**config.mk**
```make
export PLATFORM = sky130hd
export DESIGN_NAME = router_ctrl
export DESIGN_NICKNAME = d
export VERILOG_FILES = /design/src/rtl/router_ctrl.sv
export SDC_FILE = /design/constraint.sdc
export NUM_CORES = 1
export LEC_CHECK = 0
export BUFFER_PORTS_ARGS = -buffer_cell sky130_fd_sc_hd__buf_2
export CAP_MARGIN = 20
export CORE_MARGIN = 3
export CORE_UTILIZATION = 63
export CTS_CLUSTER_SIZE = 25
export DETAILED_ROUTE_END_ITERATION = 16
export GPL_ROUTABILITY_DRIVEN = 0
export PLACE_DENSITY = 0.85
export SYNTH_ARGS = -nofsm -noshare
export SYNTH_HDL_FRONTEND = slang
export SYNTH_SLANG_ARGS = --single-unit
```
**constraint.sdc**
```tcl
create_clock -name clock -period 3.35 [get_ports clock]
set_input_delay 0 -clock clock [delete_from_list [all_inputs] [get_ports clock]]
set_output_delay 0 -clock clock [all_outputs]
set_load 0.1 [all_outputs]
```
**src/rtl/router_ctrl.sv**
```systemverilog
// Control block for the 1x3 packet router: header decode, FIFO write steering,
// upstream backpressure, parity/length check and per-output stall soft reset.
module router_ctrl #(
    parameter int unsigned SOFT_RST_CYCLES = 30
) (
    input  logic       clock,
    input  logic       resetn,
    input  logic [7:0] data_in,
    input  logic       pkt_valid,
    input  logic [2:0] fifo_full,
    input  logic [2:0] fifo_empty,
    input  logic [2:0] read_enb,
    output logic       busy,
    output logic [2:0] write_enb,
    output logic [7:0] fifo_din,
    output logic [1:0] dest,
    output logic       err,
    output logic [2:0] soft_reset
);

    localparam int unsigned CNT_W = $clog2(SOFT_RST_CYCLES + 1);
    localparam int unsigned LEN_W = 6;

    typedef enum logic [2:0] {
        DECODE,
        WAIT_EMPTY,
        LOAD_FIRST,
        LOAD_DATA,
        FULL_WAIT,
        LOAD_AFTER_FULL,
        CHECK
    } state_t;

    state_t           state_q, state_d;
    logic [7:0]       header_q, header_d;
    logic [7:0]       parity_q, parity_d;
    logic [7:0]       rx_parity_q, rx_parity_d;
    logic [7:0]       hold_q, hold_d;
    logic             hold_vld_q, hold_vld_d;
    logic [LEN_W-1:0] count_q, count_d;
    logic [1:0]       dest_q, dest_d;
    logic             err_q, err_d;

    logic [2:0][CNT_W-1:0] stall_cnt_q;
    logic [2:0]            sr_fire_c;
    logic [2:0]            soft_reset_q;
    logic [2:0]            dest_oh_c;
    logic                  abort_c;

    // A stall counter fires on the cycle it would reach SOFT_RST_CYCLES
    always_comb begin
        for (int i = 0; i < 3; i++) begin
            sr_fire_c[i] = !fifo_empty[i] && !read_enb[i] &&
                           (stall_cnt_q[i] == CNT_W'(SOFT_RST_CYCLES - 1));
        end
    end

    always_ff @(posedge clock) begin
        if (!resetn) begin
            stall_cnt_q  <= '0;
            soft_reset_q <= '0;
        end else begin
            soft_reset_q <= sr_fire_c;
            for (int i = 0; i < 3; i++) begin
                if (fifo_empty[i] || read_enb[i] || sr_fire_c[i])
                    stall_cnt_q[i] <= '0;
                else
                    stall_cnt_q[i] <= stall_cnt_q[i] + CNT_W'(1);
            end
        end
    end

    assign dest_oh_c = 3'b001 << dest_q;
    assign abort_c   = sr_fire_c[dest_q] && (state_q != DECODE);

    always_ff @(posedge clock) begin
        if (!resetn) begin
            state_q     <= DECODE;
            header_q    <= '0;
            parity_q    <= '0;
            rx_parity_q <= '0;
            hold_q      <= '0;
            hold_vld_q  <= 1'b0;
            count_q     <= '0;
            dest_q      <= '0;
            err_q       <= 1'b0;
        end else begin
            state_q     <= state_d;
            header_q    <= header_d;
            parity_q    <= parity_d;
            rx_parity_q <= rx_parity_d;
            hold_q      <= hold_d;
            hold_vld_q  <= hold_vld_d;
            count_q     <= count_d;
            dest_q      <= dest_d;
            err_q       <= err_d;
        end
    end

    always_comb begin
        state_d     = state_q;
        header_d    = header_q;
        parity_d    = parity_q;
        rx_parity_d = rx_parity_q;
        hold_d      = hold_q;
        hold_vld_d  = hold_vld_q;
        count_d     = count_q;
        dest_d      = dest_q;
        err_d       = err_q;
        busy        = 1'b0;
        write_enb   = 3'b000;
        fifo_din    = 8'h00;

        case (state_q)
            DECODE: begin
                if (pkt_valid && (data_in[1:0] != 2'd3)) begin
                    header_d = data_in;
                    dest_d   = data_in[1:0];
                    parity_d = data_in;
                    count_d  = '0;
                    err_d    = 1'b0;
                    state_d  = fifo_empty[data_in[1:0]] ? LOAD_FIRST : WAIT_EMPTY;
                end
            end
            WAIT_EMPTY: begin
                busy = 1'b1;
                if (fifo_empty[dest_q])
                    state_d = LOAD_FIRST;
            end
            LOAD_FIRST: begin
                busy      = 1'b1;
                write_enb = dest_oh_c;
                fifo_din  = header_q;
                state_d   = LOAD_DATA;
            end
            LOAD_DATA: begin
                if (!fifo_full[dest_q]) begin
                    write_enb = dest_oh_c;
                    fifo_din  = data_in;
                    if (pkt_valid) begin
                        parity_d = parity_q ^ data_in;
                        count_d  = (&count_q) ? count_q : count_q + LEN_W'(1);
                    end else begin
                        rx_parity_d = data_in;
                        state_d     = CHECK;
                    end
                end else begin
                    // Byte is consumed into the hold register and replayed later
                    hold_d     = data_in;
                    hold_vld_d = pkt_valid;
                    state_d    = FULL_WAIT;
                end
            end
            FULL_WAIT: begin
                busy = 1'b1;
                if (!fifo_full[dest_q])
                    state_d = LOAD_AFTER_FULL;
            end
            LOAD_AFTER_FULL: begin
                busy      = 1'b1;
                write_enb = dest_oh_c;
                fifo_din  = hold_q;
                if (hold_vld_q) begin
                    parity_d = parity_q ^ hold_q;
                    count_d  = (&count_q) ? count_q : count_q + LEN_W'(1);
                    state_d  = LOAD_DATA;
                end else begin
                    rx_parity_d = hold_q;
                    state_d     = CHECK;
                end
            end
            CHECK: begin
                busy    = 1'b1;
                err_d   = (parity_q != rx_parity_q) || (count_q != header_q[7:2]);
                state_d = DECODE;
            end
            default: state_d = DECODE;
        endcase

        // Flushing the active output abandons the packet in flight
        if (abort_c) begin
            state_d     = DECODE;
            write_enb   = 3'b000;
            fifo_din    = 8'h00;
            hold_d      = '0;
            hold_vld_d  = 1'b0;
            parity_d    = parity_q;
            rx_parity_d = rx_parity_q;
            count_d     = count_q;
            err_d       = err_q;
        end
    end

    assign dest       = dest_q;
    assign err        = err_q;
    assign soft_reset = soft_reset_q;

endmodule

```
### Yosys cells after proc, flatten, opt, wreduce, memory -nomap -nowiden

Index checks and enable logic that the tools add are counted.
Widths: inputs -> output; s select.

| word-level totals | value |
|---|---|
| register bits | 63 |
| input port bits | 20 |
| output and inout bits | 18 |
| logic and storage cells | 124 |

| cells by class | value |
|---|---|
| add/sub/neg operators | 4 |
| magnitude comparators | 2 |
| equality and inequality tests | 21 |
| shift-type cells | 1 |
| mux-type cells | 40 |
| bitwise operators | 4 |
| reductions and logical operators | 39 |

Operators by type and width:

| operator | number |
|---|---|
| $mux 8 | 9 |
| $pmux 8 s3 | 2 |
| $mux 6 | 5 |
| $mux 3 | 8 |
| $ne 2x2->1 const B | 9 |
| $pmux 3 s6 | 1 |
| $pmux 6 s3 | 1 |
| $pmux 8 s2 | 1 |
| $xor 8x8->8 | 2 |
| $add 5x1->5 const B | 3 |
| $eq 5x5->1 const B | 3 |
| $reduce_and 6->1 | 2 |
| $reduce_or 2->1 | 5 |
| $eq 3x3->1 const B | 3 |
| $bmux 1 s2 | 4 |
| $logic_and 1x1->1 | 8 |
| $ne 8x8->1 | 1 |
| $logic_or 1x1->1 | 7 |
| $add 6x1->6 const B | 1 |
| $eq 3x2->1 const B | 2 |
| $logic_not 1->1 | 6 |
| $lt 2x3->1 const B | 2 |
| $mux 1 | 6 |
| $ne 6x6->1 | 1 |
| 15 further kinds | 19 |

### Depth between registers and ports, before layout

| logic depth | value |
|---|---|
| word-level depth | 8 |
| mapped depth | 8 |
| mapped depth without buffers | 7 |

### Least setup slack after synthesis

No wires, ideal clock.

| path | value |
|---|---|
| kind | reg-to-output |
| start | reg header_q[1] (netlist name) |
| end | out write_enb[0] |
| arrival | 4205 ps |
| required time | 3350 ps |
| slack | -855 ps |
| cell stages (with the launch flop) | 6 |
| path buffers | 1 |
| cells stage by stage | dfxtp_1 buf_6 mux2_4 a211oi_2 nor3_1 nor4_1 |

RTL lines:

| what | RTL line | RTL |
|---|---|---|
| end, declared | 14 | `output logic [2:0] write_enb,` |

### Worst setup path in the final report

| path | value |
|---|---|
| start | reg state_q[0] |
| end | out write_enb[0] |

| on the way | value |
|---|---|
| cells in the longest elaborated chain, start to end | 4 |
| elaborated cells between the ends (all ways) | 8 |
| classes of those cells | eq/ne (3); mux (2); reduce/logical (3) |

RTL lines:

| what | RTL line | RTL |
|---|---|---|
| start, declared | 34 | `state_t state_q, state_d;` |
| start signal, assigned | 88 | `state_q <= state_d;` |
| $eq 3x3->1 or $eq 3x2->1 (tied branches) | 114 | `case (state_q)` |
| $reduce_or 2->1 (no line) | -- |  |
| $pmux 3 s2 | 114 |  |
| $mux 3 (*) | 181 | `if (abort_c) begin` |

Mark *: on every way between the ends. The rest lies on a longest branch, timed or not.

==> flow_metrics.tcl <==
set metrics [dict create \
    status "finished clean" \
    min_period_over_period 0.886 \
    die_x_um 79.8 \
    worst_setup_path_end_kind "output pin" \
    finalMaxSlewViolations 0 \
    maxCapViolations 0 \
    final_common_cell "dfxtp_1" \
    drive_gt1_frac 0.172 \
    switching_power_w 0.000812 \
    power.leakage_nw 1.45 \
    ir_worst_vdd_v 0.000595 \
    tightest_slew_ns 0.955 \
    pre_cts_slack_ns 0.797 \
    slew_headroom 0.359 \
    core_area_um2 5170 \
    track_usage 0.303 \
    clk_latency_ns 0.35 \
    synth_edf_count 0 \
    wl_per_cell_um 17.5 \
    viasPerCell 6.49 \
    reg2regPathDepth 4 \
    synth_ff_type "dfxtp_1" \
    grt_max_degree 30 \
    hold_end "stall_cnt_q[6]" \
    drc 0 \
    cts_buffer_depth 2 \
    cts-resized-gates 0 \
    io-pin-count 38 \
    slowest_delay_ns 0.79 \
    yosys_warnings 0 \
    drtAntennaViolNets 0 \
    fmax_ghz 0.337 \
    drt_wl_total_um 9230 \
    combPwrFrac 0.286 \
    synth-seq-cells 61 \
    hold_viol 0 \
    first_iter_violations 336 \
    worstReg2RegEnd "state_q[1]" \
    r2r_slack_ns 0.93 \
    crit_slowest_cell "dfxtp_1" \
    clockRootBuffer "clkbuf_8" \
    setup_slack_ns 0.384 \
    dieArea_um2 6370 \
    port_buffers 37 \
    swShare 0.367 \
    pwr-share-seq 0.398 \
    grt.overflow.total 0 \
    crit_chain "nand3b_1, a211oi_2, nor3_1, nor4_1, buf_2" \
    crit_path_start_kind "register" \
    numCtsBuffers 9 \
    clk_pin_slew_worst_paths_ns 0.07 \
    rsz0062_at_grt "no" \
    grt_pass1_wl_um 15100 \
    n_antenna_cell 0 \
    worstPathMaxFanout 23 \
    fin_worst_skew_ns 0.0110 \
    vias 3426 \
    htree_num_levels 3 \
    synth-async-reset-ratio 0 \
    area_growth_syn_to_layout_pct 15.2 \
    cts.sinks 61 \
    syn-num-nets 439 \
    finalNonFillerCells 528 \
    hold_depth 4 \
    worstHoldStart "fifo_empty[1]" \
    drtPass1Iterations 6 \
    postSynthAreaPerCell_um2 8.33 \
    synth_cells 412 \
    cts_tree "built" \
    dp.cells 497 \
    row_count 26 \
    r2r_start "state_q[0]" \
    grt_pass1_vias 3055 \
    final_cell_mix "61 x dfxtp_1, 52 x nor2_1, 46 x nand2_1" \
    p_per_area_nw_per_um2 560 \
    dp_hpwl_um 6200 \
    start_util 0.663 \
    worstPathArrival_ns 2.97 \
    clkPwrFrac 0.316 \
    worst_hold_path_type "input port to register" \
    syn-cell-area_um2 3430 \
    setup_viol_count_final 0 \
    yosysSeqAreaShare 0.356 \
    nets 480 \
    die_y_um 79.8 \
    ys_types 65 \
    internal_power_w 0.00140 \
    period_needed_ns 2.97 \
    worstPathRequired_ns 3.35 \
    worst-setup-path-type "register to output pin" \
    antenna_found_initial 0 \
]
==> layout make-up <==
cell class / count / area [um^2]
clock buffers: 13 / 169
inverters: 11 / 41.3
fillers: 362 / 1220
multi-input cells: 313 / 2020
flip-flops and latches: 61 / 1220
clock inverters: 3 / 42.5
repair buffers: 57 / 373
well taps: 70 / 87.6
==> sequential cells by signal, summed over array words and instances, names as in the netlist <==
signal and flops:
stall_cnt_q 15, header_q 8, hold_q 8, parity_q 8, rx_parity_q 8, count_q 6, soft_reset 3, state_q 3
err 1, hold_vld_q 1
==> worst max-delay path, delay by kind of cell (launching register included) <==
family / cells / cell delay, ns
AND/OR/NAND/NOR: 3 / 0.67
AO/OA/AOI/OAI: 1 / 0.67
flip-flops: 1 / 0.79
buffers and inverters: 1 / 0.48
==> through the flow <==
step	hold WS [ns]	area, um^2	utilization	power, W	setup TNS (ns)
after floorplan	0.0781	3430	-	0.00136	-2.57
after global placement	0.205	3590	0.694	0.00148	0
after detailed placement	0.200	3590	0.694	0.00150	0
after CTS	0.0769	3950	0.764	0.00219	0
after global routing	0.121	3950	0.764	0.00230	0
final	0.0898	3950	0.764	0.00221	0
==> how the worst max path moves through the flow <==
| stage | to | cells past startpoint | from |
|---|---|---|---|
| 5_1_grt | fifo_din[4] | 6 | header_q[0] |
| 3_5_place_dp | fifo_din[0] | 6 | header_q[0] |
| 2_1_floorplan | write_enb[0] | 5 | header_q[1] |
| 3_3_place_gp | fifo_din[6] | 6 | header_q[0] |
| 4_1_cts | fifo_din[0] | 6 | header_q[0] |
| 6_report | write_enb[0] | 5 | state_q[0] |
==> power by group through the flow <==
stage / Clock [W] / Combinational (W) / Sequential (W)
after floorplan: 0 / 0.000527 / 0.000829
after global placement: 0 / 0.000593 / 0.000885
after detailed placement: 0 / 0.000607 / 0.000889
after CTS: 0.000700 / 0.000620 / 0.000873
after global routing: 0.000733 / 0.000676 / 0.000887
final: 0.000699 / 0.000633 / 0.000881
==> layer usage <==
layer / global-route usage / routed length [um] / vias to the layer above
met5: 0 / 0 / -
met4: 0.0895 / 112 / 0
met3: 0.0745 / 874 / 19
met2: 0.471 / 4330 / 199
met1: 0.415 / 3910 / 1599
li1: - / - / 1609
==> timing repair <==
item,in CTS,in global routing
endpoints found under the hold margin,19,0
hold buffers,15,0
buffers inserted,0,0
==> cells by family after synthesis <==
family	count (synthesis)	synth area share
AO/OA/AOI/OAI	109	0.242
XOR/XNOR	24	0.0613
adder cells (fa/ha/maj)	7	0.0255
buffers and inverters	38	0.0562
flip-flops	61	0.356
multiplexers	11	0.0354
AND/OR/NAND/NOR	162	0.224
==> cell usage after synthesis (4+ instances only) <==
cell	count	area, um^2
o311ai_0	6	52.6
o21ai_0	14	70.1
a21oi_1	25	125
nand2_1	46	173
nand4_1	6	37.5
a31oi_1	8	50.1
nand3b_1	4	30.0
nor2_1	52	195
nand3_1	26	130
ha_1	7	87.6
inv_1	11	41.3
mux2i_1	5	50.1
nor4_1	8	50.1
a222oi_1	8	80.1
xnor2_1	13	114
buf_4	4	30.0
buf_2	10	50.1
xor2_1	11	96.3
dfxtp_1	61	1220
o31ai_1	6	45.0
clkbuf_1	9	33.8
a22oi_1	4	30.0
a211oi_1	9	67.6
mux2_2	5	56.3
(Power assumes the default switching activity.)
